[src/rtl/mem_dump_uart_pkg.sv]
// Shared types and constants for the memory-dump UART transmitter.
package mem_dump_uart_pkg;

  localparam int unsigned FRAME_BITS    = 10;
  localparam int unsigned DEF_CLK_DIV   = 104;
  localparam int unsigned DEF_READ_WAIT = 2;
  localparam int unsigned DEF_ADR_WIDTH = 21;

  typedef enum logic [2:0] {
    ST_IDLE    = 3'd0,
    ST_READ    = 3'd1,
    ST_WAITCTS = 3'd2,
    ST_SEND    = 3'd3,
    ST_CSUM    = 3'd4,
    ST_DONE    = 3'd5
  } state_e;

  // Two's complement of the running sum, so data bytes plus checksum sum to zero.
  function automatic logic [7:0] csum_byte(input logic [7:0] sum);
    return 8'(~sum + 8'd1);
  endfunction

endpackage

[src/rtl/mem_dump_uart_if.sv]
// External memory read bus: address and strobe out, data back.
interface mem_dump_uart_if #(
  parameter int unsigned ADR_WIDTH = 21
);
  logic [ADR_WIDTH-1:0] adr;
  logic                 read;
  logic [7:0]           din;

  modport master (output adr, output read, input din);
  modport slave  (input adr, input read, output din);
endinterface

[src/rtl/mem_dump_uart_tx_8n1.sv]
// UART 8N1 transmitter: bit-rate divider plus 10-bit shift register, idle high.
module uart_tx_8n1
  import mem_dump_uart_pkg::*;
#(
  parameter int unsigned CLK_DIV = DEF_CLK_DIV
) (
  input  logic       clk,
  input  logic       n_reset,
  input  logic       load,
  input  logic [7:0] data,
  output logic       tx,
  output logic       ready
);

  localparam int unsigned DIV_W = (CLK_DIV > 1) ? $clog2(CLK_DIV) : 1;
  localparam int unsigned BIT_W = $clog2(FRAME_BITS + 1);

  logic [FRAME_BITS-1:0] shift_q, shift_d;
  logic [DIV_W-1:0]      div_q, div_d;
  logic [BIT_W-1:0]      bits_q, bits_d;
  logic                  ready_q, ready_d;

  // Shifting in ones keeps the line high once the stop bit has gone out.
  always_comb begin
    shift_d = shift_q;
    div_d   = div_q;
    bits_d  = bits_q;
    ready_d = ready_q;
    if (load && ready_q) begin
      shift_d = {1'b1, data, 1'b0};
      bits_d  = BIT_W'(FRAME_BITS);
      div_d   = DIV_W'(CLK_DIV - 1);
      ready_d = 1'b0;
    end else if (bits_q != '0) begin
      if (div_q == '0) begin
        shift_d = {1'b1, shift_q[FRAME_BITS-1:1]};
        bits_d  = bits_q - BIT_W'(1);
        div_d   = DIV_W'(CLK_DIV - 1);
        if (bits_q == BIT_W'(1)) ready_d = 1'b1;
      end else begin
        div_d = div_q - DIV_W'(1);
      end
    end
  end

  always_ff @(posedge clk or negedge n_reset) begin
    if (!n_reset) begin
      shift_q <= '1;
      div_q   <= '0;
      bits_q  <= '0;
      ready_q <= 1'b1;
    end else begin
      shift_q <= shift_d;
      div_q   <= div_d;
      bits_q  <= bits_d;
      ready_q <= ready_d;
    end
  end

  assign tx    = shift_q[0];
  assign ready = ready_q;

endmodule

[src/rtl/mem_dump_uart.sv]
// Reads a memory range and streams it over UART 8N1, followed by a zero-sum checksum byte.
module mem_dump_uart
  import mem_dump_uart_pkg::*;
#(
  parameter int unsigned CLK_DIV   = DEF_CLK_DIV,
  parameter int unsigned READ_WAIT = DEF_READ_WAIT,
  parameter int unsigned ADR_WIDTH = DEF_ADR_WIDTH
) (
  input  logic                 clk,
  input  logic                 n_reset,
  input  logic                 start,
  input  logic [ADR_WIDTH-1:0] start_adr,
  input  logic [ADR_WIDTH-1:0] len,
  output logic                 tx,
  input  logic                 cts_n,
  output logic                 busy,
  output logic                 done,
  mem_dump_uart_if.master      mem
);

  localparam int unsigned WAIT_W = (READ_WAIT > 0) ? $clog2(READ_WAIT + 1) : 1;

  state_e               state_q, state_d;
  logic [ADR_WIDTH-1:0] adr_q, adr_d;
  logic [ADR_WIDTH-1:0] remain_q, remain_d;
  logic [7:0]           sum_q, sum_d;
  logic [7:0]           byte_q, byte_d;
  logic [WAIT_W-1:0]    wait_q, wait_d;
  logic                 csum_q, csum_d;
  logic                 read_q, read_d;
  logic                 busy_q, busy_d;
  logic                 done_q, done_d;
  logic                 cts_meta_q, cts_sync_q;
  logic                 cts_ok_c;
  logic                 tx_load_c;
  logic                 tx_ready;

  assign cts_ok_c = ~cts_sync_q;

  always_comb begin
    state_d   = state_q;
    adr_d     = adr_q;
    remain_d  = remain_q;
    sum_d     = sum_q;
    byte_d    = byte_q;
    wait_d    = wait_q;
    csum_d    = csum_q;
    read_d    = 1'b0;
    busy_d    = busy_q;
    done_d    = 1'b0;
    tx_load_c = 1'b0;
    case (state_q)
      ST_IDLE: begin
        if (start) begin
          adr_d    = start_adr;
          remain_d = len;
          sum_d    = '0;
          csum_d   = 1'b0;
          busy_d   = 1'b1;
          wait_d   = '0;
          if (len == '0) begin
            state_d = ST_CSUM;
          end else begin
            state_d = ST_READ;
            read_d  = 1'b1;
          end
        end
      end
      ST_READ: begin
        if (wait_q == WAIT_W'(READ_WAIT)) begin
          byte_d  = mem.din;
          sum_d   = sum_q + mem.din;
          state_d = ST_WAITCTS;
        end else begin
          wait_d = wait_q + WAIT_W'(1);
          read_d = 1'b1;
        end
      end
      ST_WAITCTS: begin
        if (cts_ok_c && tx_ready) begin
          tx_load_c = 1'b1;
          state_d   = ST_SEND;
        end
      end
      ST_SEND: begin
        // tx_ready rises in the cycle right after the stop bit completes.
        if (tx_ready) begin
          if (csum_q) begin
            state_d = ST_DONE;
            done_d  = 1'b1;
            busy_d  = 1'b0;
          end else begin
            remain_d = remain_q - ADR_WIDTH'(1);
            adr_d    = adr_q + ADR_WIDTH'(1);
            if (remain_q != ADR_WIDTH'(1)) begin
              state_d = ST_READ;
              read_d  = 1'b1;
              wait_d  = '0;
            end else begin
              state_d = ST_CSUM;
            end
          end
        end
      end
      ST_CSUM: begin
        byte_d  = csum_byte(sum_q);
        csum_d  = 1'b1;
        state_d = ST_WAITCTS;
      end
      ST_DONE: begin
        state_d = ST_IDLE;
      end
      default: begin
        state_d = ST_IDLE;
      end
    endcase
  end

  always_ff @(posedge clk or negedge n_reset) begin
    if (!n_reset) begin
      state_q    <= ST_IDLE;
      adr_q      <= '0;
      remain_q   <= '0;
      sum_q      <= '0;
      byte_q     <= '0;
      wait_q     <= '0;
      csum_q     <= 1'b0;
      read_q     <= 1'b0;
      busy_q     <= 1'b0;
      done_q     <= 1'b0;
      cts_meta_q <= 1'b1;
      cts_sync_q <= 1'b1;
    end else begin
      state_q    <= state_d;
      adr_q      <= adr_d;
      remain_q   <= remain_d;
      sum_q      <= sum_d;
      byte_q     <= byte_d;
      wait_q     <= wait_d;
      csum_q     <= csum_d;
      read_q     <= read_d;
      busy_q     <= busy_d;
      done_q     <= done_d;
      cts_meta_q <= cts_n;
      cts_sync_q <= cts_meta_q;
    end
  end

  uart_tx_8n1 #(
    .CLK_DIV(CLK_DIV)
  ) u_tx (
    .clk    (clk),
    .n_reset(n_reset),
    .load   (tx_load_c),
    .data   (byte_q),
    .tx     (tx),
    .ready  (tx_ready)
  );

  assign mem.adr  = adr_q;
  assign mem.read = read_q;
  assign busy     = busy_q;
  assign done     = done_q;

endmodule
[src/flat_wrapper.sv]
// flat-port wrapper written by rule: the top's interface ports become plain ports
module mem_dump_uart_flat import mem_dump_uart_pkg::*;
#(
  parameter int unsigned CLK_DIV   = DEF_CLK_DIV,
  parameter int unsigned READ_WAIT = DEF_READ_WAIT,
  parameter int unsigned ADR_WIDTH = DEF_ADR_WIDTH
)
  (clk, n_reset, start, start_adr, len, tx, cts_n, busy, done, mem_adr, mem_read, mem_din);
  mem_dump_uart_if #(.ADR_WIDTH(ADR_WIDTH)) mem_i ();
  input  logic clk;
  input  logic n_reset;
  input  logic start;
  input  logic [ADR_WIDTH-1:0] start_adr;
  input  logic [ADR_WIDTH-1:0] len;
  output logic tx;
  input  logic cts_n;
  output logic busy;
  output logic done;
  output wire logic [$bits(mem_i.adr)-1:0] mem_adr;
  output wire logic [$bits(mem_i.read)-1:0] mem_read;
  input wire logic [$bits(mem_i.din)-1:0] mem_din;
  assign mem_adr = mem_i.adr;
  assign mem_read = mem_i.read;
  assign mem_i.din = mem_din;
  mem_dump_uart #(.CLK_DIV(CLK_DIV), .READ_WAIT(READ_WAIT), .ADR_WIDTH(ADR_WIDTH)) u_core (.clk(clk), .n_reset(n_reset), .start(start), .start_adr(start_adr), .len(len), .tx(tx), .cts_n(cts_n), .busy(busy), .done(done), .mem(mem_i));
endmodule
[config.mk]
export PLATFORM = sky130hd
export DESIGN_NAME = mem_dump_uart_flat
export DESIGN_NICKNAME = d
export VERILOG_FILES = /design/src/rtl/mem_dump_uart_pkg.sv /design/src/rtl/mem_dump_uart_if.sv /design/src/rtl/mem_dump_uart_tx_8n1.sv /design/src/rtl/mem_dump_uart.sv /design/src/flat_wrapper.sv
export SDC_FILE = /design/constraint.sdc
export NUM_CORES = 1
export LEC_CHECK = 0
export CAP_MARGIN = 20
export CORE_MARGIN = 3
export CORE_UTILIZATION = 50
export DETAILED_ROUTE_END_ITERATION = 8
export GPL_TIMING_DRIVEN = 0
export PLACE_DENSITY_LB_ADDON = 0.2
export REMOVE_ABC_BUFFERS = 1
export SETUP_SLACK_MARGIN = 0.5
export SLEW_MARGIN = 0
export SYNTH_ARGS = -nofsm -noshare
export SYNTH_HDL_FRONTEND = slang
export SYNTH_SLANG_ARGS = --single-unit
[constraint.sdc]
create_clock -name clk -period 1.77 [get_ports clk]
set_input_delay 0.354 -clock clk [delete_from_list [all_inputs] [get_ports clk]]
set_output_delay 0.354 -clock clk [all_outputs]
set_load 0.05 [all_outputs]
==> summary.txt, run 1 <==
STATUS
--------------------------------------------------------------------------------------
Result of the run ....................................................... finished with violations
Failing checks .......................................................... DRC, setup timing

CRITICAL PATH
--------------------------------------------------------------------------------------
Category of the worst setup path launch point ...........................    flip-flop
Worst setup path class .................................................. flip-flop to flip-flop
Reg2reg path depth ......................................................            7
Highest fanout seen on the critical path ................................            5
Endpoint arrival time on the critical path ..............................      2.89 ns
Worst EP required .......................................................      2.11 ns
Element type at the critical path end ...................................    flip-flop

ROUTE
--------------------------------------------------------------------------------------
Average vias per placed instance ........................................         7.63
Post-detailed-routing wire length .......................................      30.8 mm
Post-DRT Antenna Nets ...................................................            0
First drt pass iteration count ..........................................            9
Via count ...............................................................         7328
Average wire per cell in the routed design ..............................      32.1 µm
Iter 0 DRT Violations ...................................................         1400
# DRC ...................................................................           27

SYNTHESIS
--------------------------------------------------------------------------------------
Syn avg cell area .......................................................     8.88 µm²
Top area cells in the synthesized netlist ............................... sky130_fd_sc_hd__dfrtp_1 (36%), sky130_fd_sc_hd__o21ai_0 (5.9%), sky130_fd_sc_hd__dfstp_2 (5.8%)
Asr flop ratio synth ....................................................         100%
Cell taking the most area after synthesis ............................... sky130_fd_sc_hd__dfrtp_1
Synthesized flop and latch total ........................................           90
Netlist Area Pre-Place ..................................................     5440 µm²
Synthesized instance count ..............................................          613
Distinct cell type count after synthesis ................................           67
Sequential fraction of the synthesis area ...............................        41.7%
Total of warnings raised by yosys .......................................            0
Share of Yosys cell area claimed by the top area cell type ..............        35.9%
Most frequently used flop master after synthesis ........................ sky130_fd_sc_hd__dfrtp_1
Number of flops mapped to enable cells by yosys .........................            0

CLOCKING
--------------------------------------------------------------------------------------
Clock transition at the registers of the reported paths .................      0.11 ns
TritonCTS clock tree ....................................................        built
Number of H-tree branching levels .......................................            3
Worst-case clock buffer depth ...........................................            2
Total number of clock tree sinks ........................................           90
Clock buffers created by TritonCTS ......................................            9
Clk Latency, worst-skew pair ............................................      0.41 ns
CTS Root Buffer Type .................................................... sky130_fd_sc_hd__clkbuf_8

PLACE
--------------------------------------------------------------------------------------
Sum of net half-perimeters after detailed placement .....................      9.32 mm
Cell area reported after detailed placement .............................     6370 µm²
Weighted congestion reported at the end of routability-driven placement .        0.798
Number of buffers inserted by port buffering ............................           78

FLOORPLAN
--------------------------------------------------------------------------------------
Core area ...............................................................    10500 µm²
Effective utilization at floorplan ......................................        52.0%
Overall die width .......................................................       110 µm
Vertical die dimension ..................................................       110 µm
Number of rows in the core area .........................................           37
Die area ................................................................    12200 µm²
Number of top-level pins ................................................           79

JOB
--------------------------------------------------------------------------------------
Number of maximum-capacitance violations ................................            0

TIMING
--------------------------------------------------------------------------------------
Largest clock skew in the final design ..................................    0.0121 ns
Crit share post-route ...................................................         144%
Final max-slew violation count ..........................................            0
Post-route setup slack ..................................................    -0.781 ns
Unrepaired setup endpoints after global routing .........................          yes
Post-Route Setup TNS ....................................................    -12.03 ns
Fmax ....................................................................    0.392 GHz
Relative slew slack .....................................................        27.9%
Slew @ Worst Pin ........................................................      1.07 ns
Count of final hold-check violations ....................................            0
Final min period ........................................................      2.55 ns
Final Setup Violations ..................................................           73
Min Hold Slack ..........................................................     0.342 ns

GLOBAL ROUTE
--------------------------------------------------------------------------------------
Number of antenna violations at the first check in global routing .......            1
Wire length of the first global-routing pass ............................      34.3 mm
Overflow after GRT ......................................................            0
Total global routing track utilization ..................................        37.1%
Vias in the first global route ..........................................         6386
Pin count of the biggest net entering global routing ....................           61

FINAL LAYOUT
--------------------------------------------------------------------------------------
Fraction of final layout cells with drive strength greater than 1 .......        50.9%
Antenna fix cells .......................................................            0
Post-Route Utilization ..................................................        90.3%
Area of all placed cells without fillers ................................     9440 µm²
Layout overhead on the synthesized area .................................        73.5%
Final nets ..............................................................          891

HOLD PATH
--------------------------------------------------------------------------------------
Hold Path Cell Cnt ......................................................            1
Path category of the worst min-delay check .............................. input pin to flip-flop

PWR
--------------------------------------------------------------------------------------
Reported leakage power ..................................................      3.89 nW
Power density normalized to cell area ...................................   465 nW/µm²
Peak ir drop on the vdd network .........................................     0.437 mV
Total power consumption of the routed design ............................      4.39 mW

-- sequential cells by signal (all words and copies together) (netlist names) --
name and cells:
u_core.u_tx.shift_q 9, u_core.cts_sync_q 1, u_core.wait_q 2, u_core.mem.read 1, u_core.cts_meta_q 1, u_core.sum_q 8
u_core.done 1, u_core.remain_q 21, u_core.byte_q 8, u_core.u_tx.div_q 7, u_core.csum_q 1, u_core.mem.adr 21
u_core.u_tx.ready 1, u_core.busy 1, u_core.u_tx.bits_q 4, u_core.state_q 3
-- layout by cell type, fill, tap and decap left out, types with 12 or more instances in the layout --
cell type	instances
sky130_fd_sc_hd__o21ai_1	29
sky130_fd_sc_hd__buf_8	15
sky130_fd_sc_hd__dfrtp_1	53
sky130_fd_sc_hd__nand2_1	52
sky130_fd_sc_hd__buf_4	80
sky130_fd_sc_hd__nand3_1	14
sky130_fd_sc_hd__buf_16	15
sky130_fd_sc_hd__clkdlybuf4s50_1	46
sky130_fd_sc_hd__buf_6	55
sky130_fd_sc_hd__dfrtp_2	23
sky130_fd_sc_hd__dfstp_2	12
sky130_fd_sc_hd__o21ai_2	18
sky130_fd_sc_hd__a21oi_1	16
sky130_fd_sc_hd__nor2_1	40
sky130_fd_sc_hd__mux2i_1	14
sky130_fd_sc_hd__o21ai_0	12
sky130_fd_sc_hd__a21oi_2	32
-- Yosys cell counts (all sizes together), types with 13 or more instances --
library cell	number
buf	23
nand2	65
mux2i	16
ha	16
a2bb2oi	13
inv	15
o21ai	69
a21oi	55
dfrtp	78
nor3	16
nand3	27
nor2	56
o22ai	14
-- critical path, stage by stage, from the launching register on --
cell and delay [ns]:
sky130_fd_sc_hd__dfrtp_2 0.47, sky130_fd_sc_hd__buf_12 0.13, sky130_fd_sc_hd__buf_4 0.11, sky130_fd_sc_hd__and3_1 0.21, sky130_fd_sc_hd__nand3_1 0.24, sky130_fd_sc_hd__o31ai_1 0.97, sky130_fd_sc_hd__a21oi_2 0.19, sky130_fd_sc_hd__a21oi_2 0.17
-- stage by stage --
stage	worst slack, ns	cells
detailed placement	-0.654	797
global placement	-3.26	792
CTS	-0.105	923
global route	-0.806	961
floorplan	-2.02	578
finish	-0.781	961
-- worst paths after layout --
| kind | startpoint | to | slack (ns) |
|---|---|---|---|
| max | u_core.mem.adr[0] | u_core.mem.adr[11] | -0.78 |
| min reg2reg | u_core.cts_meta_q | u_core.cts_sync_q | 0.36 |
| max reg2reg | u_core.mem.adr[0] | u_core.mem.adr[11] | -0.78 |
| max in group asynchronous | n_reset | u_core.cts_meta_q | 0.59 |
| min | cts_n | u_core.cts_meta_q | 0.34 |
| min in group asynchronous | n_reset | u_core.mem.adr[10] | 0.45 |
-- layout make-up --
| class | instances | area [µm²] |
|---|---|---|
| clock buffer | 11 | 141 |
| multi-input combinational | 476 | 4130 |
| clock inverter | 5 | 62.6 |
| timing repair buffer | 228 | 2580 |
| inverter | 15 | 56.3 |
| fill | 346 | 1020 |
| sequential | 90 | 2300 |
| tap | 136 | 170 |
-- timing repair --
item | 4_1_cts | 5_1_grt
endpoints found under the hold margin | 22 | 0
setup endpoints to repair | 113 | 113
cloned | 15 | 0
buffers inserted | 94 | 38
hold buffers | 1 | 0
pin swaps | 91 | 72
gates resized for setup | 421 | 141
-- cells by family (layout without fill, tap and decap cells) --
group / after synthesis / in the layout / synth area share (%)
simple gates: 223 / 225 / 22.1
compound gates: 202 / 203 / 22.8
flops: 90 / 90 / 41.7
buf+inv: 50 / 259 / 4.11
fa+ha+maj: 17 / 17 / 4.05
mux: 16 / 16 / 2.94
xor+xnor: 15 / 15 / 2.41
-- routing by layer --
layer | share of wire (%) | up-vias | routed length [µm] | track usage, %
li1 | - | 2687 | - | -
met1 | 31 | 3359 | 9630 | 45.6
met2 | 42 | 921 | 12900 | 59.9
met3 | 16 | 351 | 5000 | 7.98
met4 | 10 | 10 | 3160 | 22.3
met5 | 0.55 | - | 169 | 0
-- report_power, final --
part / leakage (nW) / internal [mW] / switching [mW] / total, mW
Sequential: 1.11 / 2.09 / 0.0469 / 2.14
Clock: 0.0962 / 0.700 / 0.887 / 1.59
Combinational: 2.69 / 0.322 / 0.343 / 0.666
Note: power is estimated with default switching activity, not from simulation.
==> run 2: changes to the inputs <==
- CELL_PAD_IN_SITES_DETAIL_PLACEMENT: unset -> 0
- CELL_PAD_IN_SITES_GLOBAL_PLACEMENT: unset -> 1
- CORE_MARGIN: 3 -> 5
- CORE_UTILIZATION: 50 -> 38
- SETUP_SLACK_MARGIN: 0.5 -> 0.02
==> run 2 against run 1 <==
Net effect: the run ends with setup timing left; critical path type unchanged; maximum frequency increased by 38%; combinational power decreased by 25%; sequential share of layout area increased by 2.7 points; clock power increased by 25%; final cell count decreased by 0.31%; worst hold slack improved by 0.015 ns; global-route usage decreased by 18 points; sequential cell count unchanged; critical path depth unchanged; cell area decreased by 11%; clock-buffer cell count increased by 1; routed wire length decreased by 44%.
==> summary.txt, run 2 (synthesized netlist as in run 1, its figures left out) <==
CRITICAL PATH
--------------------------------------------------------------------------------------
Worst reg-to-reg setup slack ............................................     -0.07 ns   +0.71 ns
Critical path's most frequent cell ...................................... sky130_fd_sc_hd__buf_6
Highest fanout seen on the critical path ................................            2   -3
Element type at the critical path end ...................................    flip-flop
Worst EP required .......................................................      2.00 ns   -0.11 ns
Worst path cell trace ................................................... buf_6 > or4_4 > buf_6 > or2_1 > nor2_1 > o2bb2ai_1 > a21oi_1
Slowest cell delay on critical path .....................................      0.51 ns   -0.46 ns
Worst setup path class .................................................. flip-flop to flip-flop
Master of the slowest instance on the critical path ..................... sky130_fd_sc_hd__or4_4
Endpoint arrival time on the critical path ..............................      2.07 ns   -0.82 ns
Category of the worst setup path launch point ...........................    flip-flop

CLOCKING
--------------------------------------------------------------------------------------
TritonCTS clock tree ....................................................        built
Clk Latency, worst-skew pair ............................................      0.35 ns   -0.06 ns
CTS Root Buffer Type .................................................... sky130_fd_sc_hd__clkbuf_16
Clock transition at the registers of the reported paths .................      0.07 ns   -0.04 ns
Worst-case clock buffer depth ...........................................            2   unchanged
Total number of clock tree sinks ........................................           90   unchanged
Number of H-tree branching levels .......................................            3   unchanged
Clock buffers created by TritonCTS ......................................            9   unchanged

TIMING
--------------------------------------------------------------------------------------
Fmax ....................................................................    0.542 GHz   +38%
Slew @ Worst Pin ........................................................     0.513 ns   -0.559 ns
Largest clock skew in the final design ..................................   0.00716 ns   -0.00491 ns
Crit share post-route ...................................................         104%   -40 points
Relative slew slack .....................................................        65.9%   +38 points
Final min period ........................................................      1.84 ns   -0.707 ns
Final max-slew violation count ..........................................            0   unchanged
Post-route setup slack ..................................................   -0.0740 ns   +0.707 ns
Final Setup Violations ..................................................           20   -73%
Min Hold Slack ..........................................................     0.357 ns   +0.0150 ns
Count of final hold-check violations ....................................            0   unchanged
Unrepaired setup endpoints after global routing .........................          yes

GLOBAL ROUTE
--------------------------------------------------------------------------------------
Wire length of the first global-routing pass ............................      25.9 mm   -25%
Vias in the first global route ..........................................         5161   -19%
Number of antenna violations at the first check in global routing .......            0   -1
Pin count of the biggest net entering global routing ....................           69   +13%
Overflow after GRT ......................................................            0   unchanged
Total global routing track utilization ..................................        19.0%   -18 points

PWR
--------------------------------------------------------------------------------------
Peak ir drop on the vdd network .........................................     0.425 mV   -2.8%
Power density normalized to cell area ...................................   547 nW/µm²   +18%
Clk pwr share ...........................................................        43.1%   +7.0 points
Switching power total ...................................................      1.09 mW   -15%
Internal power of the cells .............................................      3.54 mW   +14%
Sequential cell fraction of total power .................................        46.1%   -2.6 points
Reported leakage power ..................................................      3.60 nW   -7.5%
Portion of total power attributed to combinational logic ................        10.8%   -4.4 points
Fraction of power spent switching nets ..................................        23.5%   -5.6 points

ROUTE
--------------------------------------------------------------------------------------
Post-DRT Antenna Nets ...................................................            0   unchanged
Via count ...............................................................         5526   -25%
# DRC ...................................................................            0   -100%
Post-detailed-routing wire length .......................................      17.4 mm   -44%
First drt pass iteration count ..........................................            5   -4
Iter 0 DRT Violations ...................................................          388   -72%
Average vias per placed instance ........................................         5.77   -24%
Average wire per cell in the routed design ..............................      18.2 µm   -43%

FINAL LAYOUT
--------------------------------------------------------------------------------------
Layout overhead on the synthesized area .................................        55.2%
Final nets ..............................................................          844   -5.3%
Filler Cells Inserted ...................................................         1193   +240%
Top library cells by usage in the layout, fill and taps aside ........... sky130_fd_sc_hd__dfrtp_1 (66), sky130_fd_sc_hd__nand2_1 (59), sky130_fd_sc_hd__buf_4 (58)
Fraction of final layout cells with drive strength greater than 1 .......        35.3%   -16 points
Leading cell type in the layout, fill and taps excluded ................. sky130_fd_sc_hd__dfrtp_1
Antenna fix cells .......................................................            0   unchanged

FLOORPLAN
--------------------------------------------------------------------------------------
Number of top-level pins ................................................           79   unchanged
Overall die width .......................................................       130 µm   +18%
Die area ................................................................    16800 µm²   +38%
Number of rows in the core area .........................................           43   +16%
Effective utilization at floorplan ......................................        38.9%   -13 points
Vertical die dimension ..................................................       130 µm   +18%
Core area ...............................................................    14000 µm²   +34%

PLACE
--------------------------------------------------------------------------------------
Weighted congestion reported at the end of routability-driven placement .        0.812   +1.7%
Number of buffers inserted by port buffering ............................           78   unchanged
Sum of net half-perimeters after detailed placement .....................      9.97 mm   +6.9%
Worst setup slack before clock tree synthesis ...........................    -0.858 ns   -0.204 ns

JOB
--------------------------------------------------------------------------------------
Number of maximum-capacitance violations ................................            0   unchanged

STATUS
--------------------------------------------------------------------------------------
Failing checks .......................................................... setup timing
Result of the run ....................................................... finished with violations

HOLD PATH
--------------------------------------------------------------------------------------
Path category of the worst min-delay check .............................. flip-flop to flip-flop

[run 2: layer usage]
layer,global-route usage (%),part of all wire [%]
met3,2.97,4.9
met4,6.17,2.0
met2,30.3,47
met5,0,0
met1,26.5,46
[run 2: worst paths after layout]
| path | to | depth (start not counted) | start |
|---|---|---|---|
| setup reg to reg | u_core.remain_q[7] | 7 | u_core.remain_q[1] |
| min in group asynchronous | u_core.mem.adr[7] | 2 | n_reset |
| max in group asynchronous | u_core.u_tx.shift_q[2] | 3 | n_reset |
| setup / recovery | u_core.remain_q[7] | 7 | u_core.remain_q[1] |
| hold / removal | u_core.cts_sync_q | 0 | u_core.cts_meta_q |
| hold reg to reg | u_core.cts_sync_q | 0 | u_core.cts_meta_q |
[run 2: layout make-up]
cell class / count / area, µm² / area share (%)
Timing Repair Buffer: 181 / 1900 / 22.5
Tap cell: 180 / 225 / 2.67
Clock inverter: 4 / 51.3 / 0.607
Multi-Input combinational cell: 476 / 3670 / 43.4
Inverter: 15 / 56.3 / 0.666
Sequential cell: 90 / 2290 / 27.1
Clock buffer: 12 / 256 / 3.04
[run 2: metrics by stage]
stage | instance area, µm² | util [%] | setup TNS, ns | total power, mW | instances
finish | 8450 | 60.4 | -0.476 | 4.62 | 958
global route | 8450 | 60.4 | -4.50 | 4.81 | 958
CTS | 7620 | 54.5 | -0.939 | 4.64 | 919
detailed placement | 6430 | 46.0 | -44.97 | 2.58 | 842
global placement | 6280 | 44.9 | -423.94 | 2.57 | 836
floorplan | 5280 | - | -71.19 | 2.35 | 578
[run 2: timing repair]
| item | CTS | global route |
|---|---|---|
| pin swaps | 39 | 72 |
| hold endpoints to repair | 22 | 0 |
| setup endpoints to repair | 111 | 91 |
| resized for setup | 121 | 134 |
| cloned | 6 | 9 |
| hold buffers | 1 | 0 |
| setup buffers | 54 | 35 |
[run 2: power by group through the flow]
stage	logic (mW)	clock network (mW)	registers (mW)
after floorplan	0.187	0	2.16
after global placement	0.403	0	2.17
after detailed placement	0.416	0	2.17
after CTS	0.465	2.05	2.13
after global routing	0.552	2.13	2.14
final	0.500	1.99	2.13
[run 2: worst max-delay path: cells and delay by family, from the launching register on]
kind | cells | cell delay [ns]
AOI/OAI and AO/OA | 2 | 0.19
buffers and inverters | 2 | 0.27
and+or+nand+nor | 3 | 0.85
DFF | 1 | 0.41
==> run 3: changes to the inputs <==
- CAP_MARGIN: 20 -> unset
==> run 3 against run 2 <==
Net effect: the flow still finishes with violations (setup timing); setup slack worse by 0.015 ns; cell area down 1.2%; routed wire length down 0.43%; critical endpoint unchanged.
==> summary.txt, run 3 (synthesized netlist as in run 1, its figures left out) <==
ROUTE
--------------------------------------------------------------------------------------
Average wire per cell in the routed design ..............................      18.2 µm   +0.51%
Average vias per placed instance ........................................         5.65   -2.0%
Post-detailed-routing wire length .......................................      17.3 mm   -0.43%
# DRC ...................................................................            0   unchanged
Iter 0 DRT Violations ...................................................          300   -23%
First drt pass iteration count ..........................................            5   unchanged
Via count ...............................................................         5364   -2.9%
Post-DRT Antenna Nets ...................................................            0   unchanged

GLOBAL ROUTE
--------------------------------------------------------------------------------------
Global Route met3 Usage .................................................        2.76%   -0.21 points
Pin count of the biggest net entering global routing ....................           69   unchanged
Overflow after GRT ......................................................            0   unchanged
Total global routing track utilization ..................................        19.0%   +0.042 points
M2 GR Usage .............................................................        31.5%   +1.2 points
Layer with the highest usage after global routing .......................         met2
Vias in the first global route ..........................................         5242   +1.6%
Number of antenna violations at the first check in global routing .......            0   unchanged
Wire length of the first global-routing pass ............................      25.9 mm   about the same
Met1 layer usage reported by global route ...............................        25.6%   -0.87 points

TIMING
--------------------------------------------------------------------------------------
Largest clock skew in the final design ..................................   0.00866 ns   +0.00150 ns
Final Setup Violations ..................................................           16   -20%
Post-route setup slack ..................................................   -0.0893 ns   -0.0153 ns
Relative slew slack .....................................................        66.1%   +0.12 points
Slew @ Worst Pin ........................................................     0.511 ns   -0.00175 ns
Crit share post-route ...................................................         105%   +0.86 points
Post-Route Setup TNS ....................................................    -0.614 ns   -0.139 ns
Min Hold Slack ..........................................................     0.356 ns   -0.000588 ns
Count of final hold-check violations ....................................            0   unchanged
Fmax ....................................................................    0.538 GHz   -0.82%
Final min period ........................................................      1.86 ns   +0.0153 ns
Final max-slew violation count ..........................................            0   unchanged
Unrepaired setup endpoints after global routing .........................          yes

CRITICAL PATH
--------------------------------------------------------------------------------------
Worst path top cell family by delay ..................................... simple AND/OR/NAND/NOR gates
Worst path cell trace ................................................... buf_6 > or4_4 > buf_6 > or2_1 > nor2_1 > o2bb2ai_1 > a21oi_1
Highest fanout seen on the critical path ................................            3   +1
Category of the worst setup path launch point ...........................    flip-flop
Worst EP required .......................................................      2.00 ns   about the same
Critical path's most frequent cell ...................................... sky130_fd_sc_hd__buf_6
Worst setup path class .................................................. flip-flop to flip-flop
Element type at the critical path end ...................................    flip-flop
Endpoint arrival time on the critical path ..............................      2.08 ns   about the same
Slowest cell delay on critical path .....................................      0.52 ns   about the same
Combined buffer and inverter count along the critical path ..............            2   unchanged
Master of the slowest instance on the critical path ..................... sky130_fd_sc_hd__or4_4

FLOORPLAN
--------------------------------------------------------------------------------------
Die area ................................................................    16800 µm²   unchanged
Effective utilization at floorplan ......................................        38.9%   unchanged
Number of top-level pins ................................................           79   unchanged
Vertical die dimension ..................................................       130 µm   unchanged
Overall die width .......................................................       130 µm   unchanged
Number of rows in the core area .........................................           43   unchanged
Core area ...............................................................    14000 µm²   unchanged

FINAL LAYOUT
--------------------------------------------------------------------------------------
Fraction of final layout cells with drive strength greater than 1 .......        32.8%   -2.6 points
Antenna fix cells .......................................................            0   unchanged
Top library cells by usage in the layout, fill and taps aside ........... sky130_fd_sc_hd__dfrtp_1 (66), sky130_fd_sc_hd__nand2_1 (58), sky130_fd_sc_hd__buf_4 (55)
Final nets ..............................................................          835   -1.1%
Area of all placed cells without fillers ................................     8340 µm²   -1.2%
Leading cell type in the layout, fill and taps excluded ................. sky130_fd_sc_hd__dfrtp_1
Post-route insts no fill ................................................          949   -0.94%
Layout overhead on the synthesized area .................................        53.3%

CLOCKING
--------------------------------------------------------------------------------------
Clock buffers created by TritonCTS ......................................            9   unchanged
Worst-case clock buffer depth ...........................................            2   unchanged
TritonCTS clock tree ....................................................        built
CTS Root Buffer Type .................................................... sky130_fd_sc_hd__clkbuf_16
Number of H-tree branching levels .......................................            3   unchanged
Total number of clock tree sinks ........................................           90   unchanged
Clock transition at the registers of the reported paths .................      0.06 ns   about the same
Clk Latency, worst-skew pair ............................................      0.35 ns   about the same

PLACE
--------------------------------------------------------------------------------------
Weighted congestion reported at the end of routability-driven placement .        0.812   unchanged
Cell area reported after detailed placement .............................     6430 µm²   unchanged
Count of placed standard cells including taps ...........................          842   unchanged
Sum of net half-perimeters after detailed placement .....................      9.95 mm   -0.18%
Number of buffers inserted by port buffering ............................           78   unchanged

PWR
--------------------------------------------------------------------------------------
Power density normalized to cell area ...................................   569 nW/µm²   +3.9%
Reported leakage power ..................................................      3.57 nW   -0.97%
Peak ir drop on the vdd network .........................................     0.441 mV   +3.9%

STATUS
--------------------------------------------------------------------------------------
Failing checks .......................................................... setup timing
Result of the run ....................................................... finished with violations

JOB
--------------------------------------------------------------------------------------
Number of maximum-capacitance violations ................................            0   unchanged

HOLD PATH
--------------------------------------------------------------------------------------
Path category of the worst min-delay check .............................. flip-flop to flip-flop

run 3: changes by cell type in the layout (fill, tap and decap cells not counted), moves of 4 or more:
cell,delta
sky130_fd_sc_hd__o21ai_1,+7
sky130_fd_sc_hd__o21ai_2,-5
sky130_fd_sc_hd__buf_6,-6
sky130_fd_sc_hd__nor2_1,+4
run 3: layout make-up:
| class | instances | area, µm² |
|---|---|---|
| repair buffers | 172 | 1830 |
| well taps | 180 | 225 |
| clock inverters | 5 | 78.8 |
| multi-input cells | 476 | 3630 |
| clock buffers | 11 | 243 |
| inverters | 15 | 56.3 |
| fillers | 1201 | 5640 |
| flip-flops and latches | 90 | 2290 |
run 3: worst paths after layout:
path	from	to	slack [ns]	cells after the start
worst max-delay path	u_core.remain_q[1]	u_core.remain_q[7]	-0.09	7
worst min-delay path	u_core.cts_meta_q	u_core.cts_sync_q	0.36	0
worst max register to register	u_core.remain_q[1]	u_core.remain_q[7]	-0.09	7
worst min register to register	u_core.cts_meta_q	u_core.cts_sync_q	0.36	0
max in group asynchronous	n_reset	u_core.u_tx.shift_q[5]	0.61	3
min in group asynchronous	n_reset	u_core.mem.adr[7]	0.46	2
run 3: report_power, final:
group          total, mW  internal [mW]  leakage, nW  switching (mW)
combinational      0.505          0.272         2.28           0.233
sequential          2.13           2.09         1.13          0.0417
clock               2.11           1.28        0.159           0.833
total               4.75           3.64         3.57            1.11
run 3: routing by layer:
layer	wire length, µm	share of wire [%]	up-vias
met5	0	0	-
met2	8450	49	127
met3	757	4.4	20
li1	-	-	2570
met1	7830	45	2647
met4	272	1.6	0
run 3: per-stage QoR:
stage / setup slack [ns] / util, % / power [mW]
CTS: -0.0896 / 54.5 / 4.74
finish: -0.0893 / 59.7 / 4.75
detailed placement: -0.857 / 46.0 / 2.58
floorplan: -2.02 / - / 2.35
global route: -0.163 / 59.7 / 4.92
global placement: -3.46 / 44.9 / 2.57
run 3: worst reg2reg max path: stages (launching register included):
cell,delay (ns)
sky130_fd_sc_hd__dfrtp_1,0.40
sky130_fd_sc_hd__buf_6,0.13
sky130_fd_sc_hd__or4_4,0.52
sky130_fd_sc_hd__buf_6,0.15
sky130_fd_sc_hd__or2_1,0.21
sky130_fd_sc_hd__nor2_1,0.13
sky130_fd_sc_hd__o2bb2ai_1,0.13
sky130_fd_sc_hd__a21oi_1,0.08
run 3: what timing repair did:
action	CTS	global route
pin swaps	45	60
endpoints found under the setup margin	111	86
hold endpoints to repair	22	0
gates resized for setup	117	118
hold buffers	1	0
gates cloned	6	6
buffers inserted	54	25
